### config.mk
export PLATFORM = sky130hd
export DESIGN_NAME = wmem_ctrl_flat
export DESIGN_NICKNAME = d
export VERILOG_FILES = /design/src/rtl/wmem_pkg.sv /design/src/rtl/wmem_ctrl_if.sv /design/src/rtl/wmem_rd_seq.sv /design/src/rtl/wmem_ctrl.sv /design/src/flat_wrapper.sv
export SDC_FILE = /design/constraint.sdc
export NUM_CORES = 1
export LEC_CHECK = 0
export BUFFER_PORTS_ARGS = -buffer_cell sky130_fd_sc_hd__buf_4
export CORE_ASPECT_RATIO = 1.5
export CORE_MARGIN = 2
export CORE_UTILIZATION = 48
export DETAILED_ROUTE_END_ITERATION = 7
export GPL_TIMING_DRIVEN = 1
export PLACE_DENSITY_LB_ADDON = 0.1
export SYNTH_ARGS = -nofsm -noshare
export SYNTH_HDL_FRONTEND = slang
export SYNTH_SLANG_ARGS = --single-unit
### constraint.sdc
create_clock -name i_clk -period 3.15 [get_ports i_clk]
set_input_delay 0.1575 -clock i_clk [delete_from_list [all_inputs] [get_ports i_clk]]
set_output_delay 0.1575 -clock i_clk [all_outputs]
set_load 0.01 [all_outputs]
### src/rtl/wmem_pkg.sv
// wmem_pkg: shared weight-memory constants and controller state encoding
package wmem_pkg;
   localparam int DEF_DATA_WIDTH = 8;
   localparam int DEF_ROW_NUM    = 6;
   localparam int DEF_ADDR_WIDTH = 7;
   localparam int DEF_PASS_WIDTH = 8;
   typedef enum logic [1:0] {
      IDLE  = 2'd0,
      LOAD  = 2'd1,
      READY = 2'd2,
      RUN   = 2'd3
   } state_e;
endpackage

### src/rtl/wmem_ctrl_if.sv
// wmem_ctrl_if: host weight stream, memory write port and PE-side read port
//   master: controller side (drives o_*), slave: host/memory/PE side (drives i_*)
interface wmem_ctrl_if
   import wmem_pkg::*;
#(
   parameter int DATA_WIDTH = DEF_DATA_WIDTH,
   parameter int ROW_NUM    = DEF_ROW_NUM,
   parameter int ADDR_WIDTH = DEF_ADDR_WIDTH
);
   localparam int ROW_WGT_WIDTH = DATA_WIDTH * ROW_NUM;
   logic                     i_wgt_valid;
   logic [ROW_WGT_WIDTH-1:0] i_wgt_data;
   logic                     o_wgt_ready;
   logic                     o_wr_en;
   logic [ADDR_WIDTH-1:0]    o_wr_addr;
   logic [ROW_WGT_WIDTH-1:0] o_wr_data;
   logic                     i_pe_ready;
   logic                     o_rd_en;
   logic [ADDR_WIDTH-1:0]    o_rd_addr;
   logic                     o_rd_last;
   modport master (
      input  i_wgt_valid, i_wgt_data, i_pe_ready,
      output o_wgt_ready, o_wr_en, o_wr_addr, o_wr_data, o_rd_en, o_rd_addr, o_rd_last
   );
   modport slave (
      output i_wgt_valid, i_wgt_data, i_pe_ready,
      input  o_wgt_ready, o_wr_en, o_wr_addr, o_wr_data, o_rd_en, o_rd_addr, o_rd_last
   );
endinterface

### src/rtl/wmem_rd_seq.sv
// wmem_rd_seq: replay address / pass counter pair with wrap and final-read detection
//   i_advance: a read issues this cycle; i_rows/i_passes: run geometry; i_clear: zero counters
//   o_addr: current read row; o_last: this read is the final row of the final pass
module wmem_rd_seq #(
   parameter int ADDR_WIDTH = 7,
   parameter int PASS_WIDTH = 8
) (
   input  logic                  i_clk,
   input  logic                  i_rst_n,
   input  logic                  i_clear,
   input  logic                  i_advance,
   input  logic [ADDR_WIDTH-1:0] i_rows,
   input  logic [PASS_WIDTH-1:0] i_passes,
   output logic [ADDR_WIDTH-1:0] o_addr,
   output logic                  o_last
);
   logic [ADDR_WIDTH-1:0] rd_cnt_q;
   logic [PASS_WIDTH-1:0] pass_cnt_q;
   logic                  row_end;
   assign row_end = rd_cnt_q == i_rows - ADDR_WIDTH'(1);
   assign o_last  = i_advance && row_end && pass_cnt_q == i_passes - PASS_WIDTH'(1);
   assign o_addr  = rd_cnt_q;
   // Counters return to zero on the final read so the next run starts clean
   always_ff @(posedge i_clk or negedge i_rst_n) begin
      if (!i_rst_n) begin
         rd_cnt_q   <= '0;
         pass_cnt_q <= '0;
      end else if (i_clear || o_last) begin
         rd_cnt_q   <= '0;
         pass_cnt_q <= '0;
      end else if (i_advance) begin
         rd_cnt_q   <= row_end ? '0 : rd_cnt_q + ADDR_WIDTH'(1);
         pass_cnt_q <= row_end ? pass_cnt_q + PASS_WIDTH'(1) : pass_cnt_q;
      end
   end
endmodule

### src/rtl/wmem_ctrl.sv
// wmem_ctrl: weight-memory sequencer, loads host rows then replays them to the PE array
//   i_load_start/i_run_start: start pulses; i_clear: sync abort; i_cfg_*: geometry
//   o_loaded/o_busy: status levels; o_done/o_cfg_err: one-cycle pulses; bus: stream/memory ports
module wmem_ctrl
   import wmem_pkg::*;
#(
   parameter int DATA_WIDTH = DEF_DATA_WIDTH,
   parameter int ROW_NUM    = DEF_ROW_NUM,
   parameter int ADDR_WIDTH = DEF_ADDR_WIDTH,
   parameter int PASS_WIDTH = DEF_PASS_WIDTH
) (
   input  logic                  i_clk,
   input  logic                  i_rst_n,
   input  logic                  i_load_start,
   input  logic                  i_run_start,
   input  logic                  i_clear,
   input  logic [ADDR_WIDTH-1:0] i_cfg_rows,
   input  logic [PASS_WIDTH-1:0] i_cfg_passes,
   output logic                  o_loaded,
   output logic                  o_busy,
   output logic                  o_done,
   output logic                  o_cfg_err,
   wmem_ctrl_if.master           bus
);
   localparam int ROW_WGT_WIDTH = DATA_WIDTH * ROW_NUM;
   state_e                state_q, state_d;
   logic [ADDR_WIDTH-1:0] rows_q, wr_cnt_q;
   logic [PASS_WIDTH-1:0] passes_q;
   logic                  loaded_q, done_q, cfg_err_q;
   logic                  idle_rdy, load_req, load_go, run_req, run_go;
   logic                  wr_hs, wr_last, rd_last;
   assign idle_rdy = state_q == IDLE || state_q == READY;
   assign load_req = idle_rdy && i_load_start;
   assign load_go  = load_req && i_cfg_rows != '0;
   // A simultaneous load start takes precedence over a run start
   assign run_req  = idle_rdy && !i_load_start && i_run_start;
   assign run_go   = run_req && state_q == READY && i_cfg_passes != '0;
   // Gating with i_clear suppresses the handshake in the abort cycle
   assign bus.o_wgt_ready = state_q == LOAD && !i_clear;
   assign wr_hs           = bus.o_wgt_ready && bus.i_wgt_valid;
   assign wr_last         = wr_hs && wr_cnt_q == rows_q - ADDR_WIDTH'(1);
   assign bus.o_wr_en     = wr_hs;
   assign bus.o_wr_addr   = wr_cnt_q;
   assign bus.o_wr_data   = ROW_WGT_WIDTH'(bus.i_wgt_data);
   assign bus.o_rd_en     = state_q == RUN && !i_clear && bus.i_pe_ready;
   assign bus.o_rd_last   = rd_last;
   assign o_loaded  = loaded_q;
   assign o_busy    = state_q == LOAD || state_q == RUN;
   assign o_done    = done_q;
   assign o_cfg_err = cfg_err_q;
   wmem_rd_seq #(.ADDR_WIDTH(ADDR_WIDTH), .PASS_WIDTH(PASS_WIDTH)) u_rd_seq (
      .i_clk     (i_clk),
      .i_rst_n   (i_rst_n),
      .i_clear   (i_clear),
      .i_advance (bus.o_rd_en),
      .i_rows    (rows_q),
      .i_passes  (passes_q),
      .o_addr    (bus.o_rd_addr),
      .o_last    (rd_last)
   );
   always_comb begin
      state_d = i_clear ? IDLE  :
                load_go ? LOAD  :
                run_go  ? RUN   :
                wr_last ? READY :
                rd_last ? READY : state_q;
   end
   always_ff @(posedge i_clk or negedge i_rst_n) begin
      if (!i_rst_n) begin
         state_q   <= IDLE;
         rows_q    <= '0;
         passes_q  <= '0;
         wr_cnt_q  <= '0;
         loaded_q  <= 1'b0;
         done_q    <= 1'b0;
         cfg_err_q <= 1'b0;
      end else begin
         state_q   <= state_d;
         cfg_err_q <= !i_clear && ((load_req && i_cfg_rows == '0) || (run_req && !run_go));
         done_q    <= !i_clear && rd_last;
         wr_cnt_q  <= (i_clear || load_go) ? '0 : wr_hs ? wr_cnt_q + ADDR_WIDTH'(1) : wr_cnt_q;
         loaded_q  <= !(i_clear || load_go) && (loaded_q || wr_last);
         if (load_go) rows_q <= i_cfg_rows;
         if (run_go) passes_q <= i_cfg_passes;
      end
   end
endmodule

### src/flat_wrapper.sv
// flat-port wrapper written by rule: the top's interface ports become plain ports
module wmem_ctrl_flat import wmem_pkg::*;
#(
   parameter int DATA_WIDTH = DEF_DATA_WIDTH,
   parameter int ROW_NUM    = DEF_ROW_NUM,
   parameter int ADDR_WIDTH = DEF_ADDR_WIDTH,
   parameter int PASS_WIDTH = DEF_PASS_WIDTH
)
  (i_clk, i_rst_n, i_load_start, i_run_start, i_clear, i_cfg_rows, i_cfg_passes, o_loaded, o_busy, o_done, o_cfg_err, bus_i_wgt_valid, bus_i_wgt_data, bus_i_pe_ready, bus_o_wgt_ready, bus_o_wr_en, bus_o_wr_addr, bus_o_wr_data, bus_o_rd_en, bus_o_rd_addr, bus_o_rd_last);
  wmem_ctrl_if #(.DATA_WIDTH(DATA_WIDTH), .ROW_NUM(ROW_NUM), .ADDR_WIDTH(ADDR_WIDTH)) bus_i ();
  input  logic i_clk;
  input  logic i_rst_n;
  input  logic i_load_start;
  input  logic i_run_start;
  input  logic i_clear;
  input  logic [ADDR_WIDTH-1:0] i_cfg_rows;
  input  logic [PASS_WIDTH-1:0] i_cfg_passes;
  output logic o_loaded;
  output logic o_busy;
  output logic o_done;
  output logic o_cfg_err;
  input wire logic [$bits(bus_i.i_wgt_valid)-1:0] bus_i_wgt_valid;
  input wire logic [$bits(bus_i.i_wgt_data)-1:0] bus_i_wgt_data;
  input wire logic [$bits(bus_i.i_pe_ready)-1:0] bus_i_pe_ready;
  output wire logic [$bits(bus_i.o_wgt_ready)-1:0] bus_o_wgt_ready;
  output wire logic [$bits(bus_i.o_wr_en)-1:0] bus_o_wr_en;
  output wire logic [$bits(bus_i.o_wr_addr)-1:0] bus_o_wr_addr;
  output wire logic [$bits(bus_i.o_wr_data)-1:0] bus_o_wr_data;
  output wire logic [$bits(bus_i.o_rd_en)-1:0] bus_o_rd_en;
  output wire logic [$bits(bus_i.o_rd_addr)-1:0] bus_o_rd_addr;
  output wire logic [$bits(bus_i.o_rd_last)-1:0] bus_o_rd_last;
  assign bus_i.i_wgt_valid = bus_i_wgt_valid;
  assign bus_i.i_wgt_data = bus_i_wgt_data;
  assign bus_i.i_pe_ready = bus_i_pe_ready;
  assign bus_o_wgt_ready = bus_i.o_wgt_ready;
  assign bus_o_wr_en = bus_i.o_wr_en;
  assign bus_o_wr_addr = bus_i.o_wr_addr;
  assign bus_o_wr_data = bus_i.o_wr_data;
  assign bus_o_rd_en = bus_i.o_rd_en;
  assign bus_o_rd_addr = bus_i.o_rd_addr;
  assign bus_o_rd_last = bus_i.o_rd_last;
  wmem_ctrl #(.DATA_WIDTH(DATA_WIDTH), .ROW_NUM(ROW_NUM), .ADDR_WIDTH(ADDR_WIDTH), .PASS_WIDTH(PASS_WIDTH)) u_core (.i_clk(i_clk), .i_rst_n(i_rst_n), .i_load_start(i_load_start), .i_run_start(i_run_start), .i_clear(i_clear), .i_cfg_rows(i_cfg_rows), .i_cfg_passes(i_cfg_passes), .o_loaded(o_loaded), .o_busy(o_busy), .o_done(o_done), .o_cfg_err(o_cfg_err), .bus(bus_i));
endmodule
==> metrics.md, run 1 <==
| Metric | Value |
|---|---|
| Outcome | finished clean |
| Slew HR | 52.7% |
| Max Cap Violations | 0 |
| Latest clock arrival within the worst-skew pair | 0.30 ns |
| Sequential-to-total area share from yosys stat | 34.1% |
| # IOs | 140 |
| Filler instances | 609 |
| Largest net degree at the start of global routing | 43 |
| Final global-route overflow total | 0 |
| Crit Path Category | reg -> out |
| Crit. End Element | output pin |
| Lkg Pwr | 1.45 nW |
| DR vias | 2308 |
| Area taken by multi-input logic gates | 1560 um2 |
| First-pass GRT wire length | 11900 um |
| Overall routing resource usage | 21.2% |
| Gp weighted congestion | 0.805 |
| Num Clock Sinks | 42 |
| Synth unique cells | 55 |
| Wire length per cell | 16.8 um |
| Accumulated negative setup slack | 0 ns |
| Most frequent CP cell | xnor2_1 |
| Ys async rst share | 100% |
| Die height | 102 um |
| Gates resized, CTS repair | 0 |
| Post-route insts no fill | 405 |
| P&R area growth vs syn | 5.36% |
| NumNets Final | 405 |
| Number of synthesized flops with an enable pin | 0 |
| Register area | 1050 um2 |
| # rows | 35 |
| Placed inst area | 3100 um2 |
| CTS tree | yes |
| Hold Path Class | in -> reg |
| Largest cells by area after synthesis | dfrtp_1, buf_4, xor2_1 |
| Die ar. | 7090 um2 |
| CP arrival | 2.62 ns |
| Post-DRT Antenna Nets | 0 |
| CP bufs+invs | 2 |
| Post-route cell area | 3250 um2 |
| Post-route total power | 0.00138 W |
| Largest delay share family, worst path | simple AND/OR/NAND/NOR gates |
| Initial antenna violation count | 0 |
| Yosys top cell area share | 34.1% |
| Adder-Cell Fraction of Synth Area | 2.03% |
| Leading area contributor after synthesis | dfrtp_1 |
| RSZ-0062 raised after global routing | false |
| WL final | 6810 um |
| Port Buffer Count | 43 |
| Multiplexer share of the synthesized area | 4.30% |
| Drt pass-1 iters | 4 |
| H-tree depth | 2 |
| Critical-path cell list | inv_1 -> ha_1 -> xnor2_1 -> xnor2_1 -> a2111oi_4 -> nand3_2 -> nor2_1 -> buf_4 |
| CP startpoint kind | flip-flop |
| Largest family of logic cells by synthesized area | simple AND/OR/NAND/NOR gates |
| Post-Synth XOR/XNOR Area | 9.30% |
| Final Skew | 0.00711 ns |
| Ratio of cells with drive above 1 in the final layout | 23.6% |
| Cells after Synth | 339 |
| Minimum clock period | 2.77 ns |
| Pins Over Slew Limit | 0 |
| Clock-pin slew on the worst setup and hold paths | 0.09 ns |
| Achievable Freq | 360 MHz |
| Ant diodes | 0 |
| Starting DRT DRC Count | 64 |
| Register bit total from synthesis | 42 |
| Initial core utilization | 49.9% |
| Power Density | 424 nW/um2 |
| Vias in the first global route | 2477 |
| Final setup vio count | 0 |
| Syn nets | 414 |
| Tcrit/Tclk final | 88.1% |
| CTS root buffer | clkbuf_8 |
| Longest Clk Path Bufs | 2 |
| Post-Synth Simple-Gate Area | 21.3% |
| Syn Area/Cell | 9.09 um2 |
| CP peak stage delay | 0.46 ns |
| DP Cell Count | 396 |
| Post-Syn Area | 3080 um2 |
| DP HPWL | 5050 um |
| Critical Path Fanout Max | 18 |
| Core ar. | 6170 um2 |
| Clock buffer count from CTS | 5 |
| Worst path slowest cell | dfrtp_1 |
| Worst-margin pin slew | 0.710 ns |
| Post-synthesis compound-gate area fraction | 13.8% |
| Warning count from the yosys run | 0 |
| Worst vdd ir | 260 uV |
| CP required | 2.99 ns |
| Ys flop type | dfrtp_1 |
| Chip Width | 69.4 um |
| Hold slack | 0.0689 ns |
| Hold Fails Final Rpt | 0 |
| Via-per-instance ratio | 5.70 |
| DR DRC count | 0 |
==> repair_timing <==
action,4_1_cts,5_1_grt
endpoints found under the hold margin,42,0
hold buffers,1,0
setup buffers,0,0
==> placed cells by master (no fill, tap or decap), types with 3 or more instances in the layout <==
master | Yosys | routed
buf_4 | 48 | 46
dfrtp_1 | 42 | 42
nand2_1 | 28 | 28
nor2_1 | 25 | 25
nand3_1 | 14 | 14
xor2_1 | 13 | 13
inv_1 | 12 | 12
xnor2_1 | 12 | 12
nor3_1 | 12 | 12
a21oi_1 | 12 | 12
o21ai_0 | 11 | 11
mux2_2 | 10 | 10
nand4_1 | 7 | 7
ha_1 | 5 | 5
clkbuf_8 | 0 | 5
and3_1 | 4 | 4
and2_1 | 4 | 4
nor3b_1 | 4 | 4
or2_2 | 4 | 4
xnor3_1 | 3 | 3
nand2b_1 | 3 | 3
nor4_1 | 3 | 3
a211o_1 | 3 | 3
a31oi_1 | 3 | 3
a221o_1 | 3 | 3
==> flip-flops by register name, summed over array words and instances (netlist names) <==
signal                      count
u_core.bus.o_wr_addr            7
u_core.o_cfg_err                1
u_core.o_done                   1
u_core.o_loaded                 1
u_core.passes_q                 8
u_core.rows_q                   7
u_core.state_q                  2
u_core.u_rd_seq.o_addr          7
u_core.u_rd_seq.pass_cnt_q      8
==> cell families (layout without fill, tap and decap cells) <==
kind of cell    count (synthesis)  count (layout)
compound gates                 54              54
xor+xnor                       28              28
fa+ha+maj                       5               5
buf+inv                        76              68
flops                          42              42
mux                            12              12
simple gates                  122             122
==> layer usage <==
layer  vias up  GRT usage (%)  wire length [um]  part of all wire [%]
met5         -              0                 0                     0
met4         0           10.3               140                   2.1
met3        17           4.83               292                   4.3
met2        55           39.3              3730                    55
met1      1120           22.7              2640                    39
li1       1116              -                 -                     -
==> power breakdown <==
part           total [W]  leakage [nW]  switching (W)  internal (W)
clock network   0.000527        0.0683       0.000209      0.000318
logic           0.000245         0.826       0.000121      0.000124
registers       0.000603         0.554      0.0000418      0.000561
total            0.00138          1.45       0.000372       0.00100
==> through the flow <==
stage               setup WS (ns)  util [%]
finish                      0.376      52.6
global placement            0.618      50.2
CTS                         0.345      52.6
detailed placement          0.534      50.2
floorplan                   0.947         -
global route                0.112      52.6
==> final cells by class <==
class	instances	share of cell area [%]
Multi-Input combinational cell	221	48.1
Sequential cell	42	32.4
Timing Repair Buffer	47	10.9
Tap cell	74	2.85
Clock buffer	5	2.12
Clock inverter	3	2.12
Inverter	13	1.50
==> cell usage after synthesis (10+ instances only) <==
library cell / number
buf_4: 48
dfrtp_1: 42
nand2_1: 28
nor2_1: 25
nand3_1: 14
xor2_1: 13
a21oi_1: 12
clkbuf_1: 12
inv_1: 12
nor3_1: 12
xnor2_1: 12
o21ai_0: 11
mux2_2: 10
==> worst reg2reg max path, cell delays in order, from the launching register on <==
cell and delay [ns]:
dfrtp_1 0.46, inv_1 0.08, ha_1 0.22, xnor2_1 0.26, xnor2_1 0.15, a2111oi_4 0.39, nand3_2 0.40, nor3_4 0.39
a221o_1 0.20
==> path summary, 6_finish.rpt <==
path,from,endpoint,slack (ns),cells after the start
min in group asynchronous,i_rst_n,u_core.passes_q[7],0.37,2
worst max register to register,u_core.rows_q[0],u_core.u_rd_seq.pass_cnt_q[4],0.55,8
worst min register to register,u_core.o_loaded,u_core.o_loaded,0.53,1
worst min-delay path,i_cfg_passes[6],u_core.passes_q[6],0.07,3
max in group asynchronous,i_rst_n,u_core.u_rd_seq.o_addr[3],2.39,2
worst max-delay path,u_core.rows_q[0],bus_o_rd_last,0.38,8
Power figures use the tool's default switching activity.
==> run 2, diff against run 1 <==
REMOVE_ABC_BUFFERS = 1   (was not set)
==> run 2 against run 1 <==
  * Setup slack got worse by 0.084 ns
  * First-iteration DRC count is 100% higher
  * Utilization is 0.69 points lower
  * Flip-flop and latch count unchanged
  * Routed wire length up 40%
  * Count of clock-buffer cells in the layout is 1 higher
  * Global-route usage is 7.0 points higher
  * Register-to-register slack worse by 0.04 ns
  * Combinational power about the same
  * Sequential share of layout area increased by 0.43 points
  * Clock skew increased by 0.0057 ns
  * Cell area down 1.3%
  * Largest power group unchanged
==> metrics.md, run 2 (synthesis results as in run 1) <==
| Metric | Value |
|---|---|
| Hold path start | i_cfg_passes[1] |
| Post-route cell area | 3200 um2 |
| Lkg Pwr | 1.43 nW |
| Wire length per cell | 23.5 um |
| Achievable Freq | 350 MHz |
| Die ar. | 7090 um2 |
| Ant diodes | 0 |
| Reg-to-reg startpoint | u_core.rows_q[0] |
| CP Launch Point | u_core.rows_q[0] |
| Critical-path cell list | inv_1 -> ha_1 -> xnor2_1 -> xnor2_1 -> a2111oi_4 -> nand3_2 -> nor2_1 -> buf_4 |
| First-pass GRT wire length | 14600 um |
| Largest registers | u_core.passes_q (8), u_core.u_rd_seq.pass_cnt_q (8) |
| CP peak stage delay | 0.48 ns |
| WL final | 9530 um |
| Met1 usage | 28.5% |
| CP startpoint kind | flip-flop |
| CP required | 2.99 ns |
| Overall routing resource usage | 28.2% |
| Hold Fails Final Rpt | 0 |
| GRT met3 Usage | 21.2% |
| Hold Path Class | in -> reg |
| Worst vdd ir | 149 uV |
| Crit. End Element | output pin |
| CTS root buffer | clkbuf_8 |
| Final Util | 51.9% |
| P&R area growth vs syn | 3.98% |
| NumNets Final | 405 |
| Tcrit/Tclk final | 90.7% |
| Via-per-instance ratio | 5.93 |
| Final global-route overflow total | 0 |
| Longest Clk Path Bufs | 2 |
| Largest net degree at the start of global routing | 43 |
| Core ar. | 6170 um2 |
| Most frequent cells in the layout | buf_4, dfrtp_1, nand2_1 |
| Initial antenna violation count | 0 |
| Starting DRT DRC Count | 129 |
| Placed inst area | 3100 um2 |
| CTS tree | yes |
| Outcome | finished clean |
| Num Clock Sinks | 42 |
| Minimum clock period | 2.86 ns |
| Final setup vio count | 0 |
| Post-DRT Antenna Nets | 0 |
| DR DRC count | 0 |
| DP HPWL | 7640 um |
| Max Cap Violations | 0 |
| Final Skew | 0.0128 ns |
| Accumulated negative setup slack | 0 ns |
| Chip Width | 69.4 um |
| GR Util met2 | 45.1% |
| Crit Path Category | reg -> out |
| Most frequent CP cell | xnor2_1 |
| Worst-margin pin slew | 0.643 ns |
| Die height | 102 um |
| Slew HR | 57.1% |
| H-tree depth | 2 |
| Critical Path Fanout Max | 18 |
| Gp weighted congestion | 0.878 |
| Worst path slowest cell | dfrtp_1 |
| CP arrival | 2.70 ns |
| RSZ-0062 raised after global routing | false |
| DR vias | 2402 |
| Drt pass-1 iters | 4 |
| Pins Over Slew Limit | 0 |
| Commonest non-fill, non-tap cell in the layout | buf_4 |
| Initial core utilization | 49.9% |
| Power Density | 385 nW/um2 |
| Clock buffer count from CTS | 5 |
| GRT Max-Usage Layer | met2 |
| # IOs | 140 |
| Port Buffer Count | 43 |
| # rows | 35 |
| Vias in the first global route | 2348 |
| Ratio of cells with drive above 1 in the final layout | 23.6% |
| Latest clock arrival within the worst-skew pair | 0.31 ns |
| Clock-pin slew on the worst setup and hold paths | 0.09 ns |
==> run 2: cell types whose count changed in the layout (fill, tap and decap cells not counted), sizes merged <==
| cell | change |
|---|---|
| clkbuf | +1 |
| bufinv | -2 |
| clkinvlp | +1 |
==> run 2: routing by layer <==
layer	wire (um)	up-vias
li1	-	1120
met1	3290	1128
met2	4450	141
met3	1600	13
met4	182	0
met5	0	-
==> run 2: layout make-up <==
| class | count | area (um2) |
|---|---|---|
| Clock inverter | 2 | 12.5 |
| Tap cell | 74 | 92.6 |
| Fill cell | 593 | 2970 |
| Sequential cell | 42 | 1050 |
| Multi-Input combinational cell | 221 | 1560 |
| Timing Repair Buffer | 47 | 355 |
| Clock buffer | 6 | 82.6 |
| Inverter | 13 | 48.8 |
==> run 2: power by group <==
group | switching, W | leakage (nW) | internal (W)
Sequential | 0.0000425 | 0.554 | 0.000561
Clock | 0.000206 | 0.0472 | 0.000177
Combinational | 0.000124 | 0.826 | 0.000124
==> run 2: worst paths after layout <==
check | endpoint | slack [ns] | cells past startpoint
min in group asynchronous | u_core.u_rd_seq.o_addr[5] | 0.38 | 2
max | bus_o_rd_last | 0.29 | 8
min | u_core.passes_q[1] | 0.07 | 3
max in group asynchronous | u_core.passes_q[6] | 2.39 | 2
max reg2reg | u_core.u_rd_seq.pass_cnt_q[3] | 0.51 | 8
min reg2reg | u_core.o_loaded | 0.52 | 1
==> run 2: what timing repair did <==
action,4_1_cts,5_1_grt
gates resized for setup,0,0
hold buffers,1,0
buffers inserted,0,0
hold endpoints to repair,42,0
==> run 2: worst max-delay path, delay by kind of cell, from the launching register on <==
| kind | cells | cell delay, ns |
|---|---|---|
| xor+xnor | 2 | 0.42 |
| buf+inv | 2 | 0.23 |
| simple gates | 2 | 0.64 |
| fa+ha+maj | 1 | 0.23 |
| compound gates | 1 | 0.39 |
| flops | 1 | 0.48 |
==> run 2: metrics by stage <==
| step | power (W) | setup slack [ns] | hold WS (ns) | cells |
|---|---|---|---|---|
| after floorplan | 0.000773 | 0.908 | -0.138 | 276 |
| after global placement | 0.000858 | 0.639 | 0.189 | 396 |
| after detailed placement | 0.000863 | 0.532 | 0.188 | 396 |
| after CTS | 0.00125 | 0.282 | 0.0566 | 405 |
| after global routing | 0.00130 | 0.104 | 0.0760 | 405 |
| final | 0.00123 | 0.292 | 0.0685 | 405 |
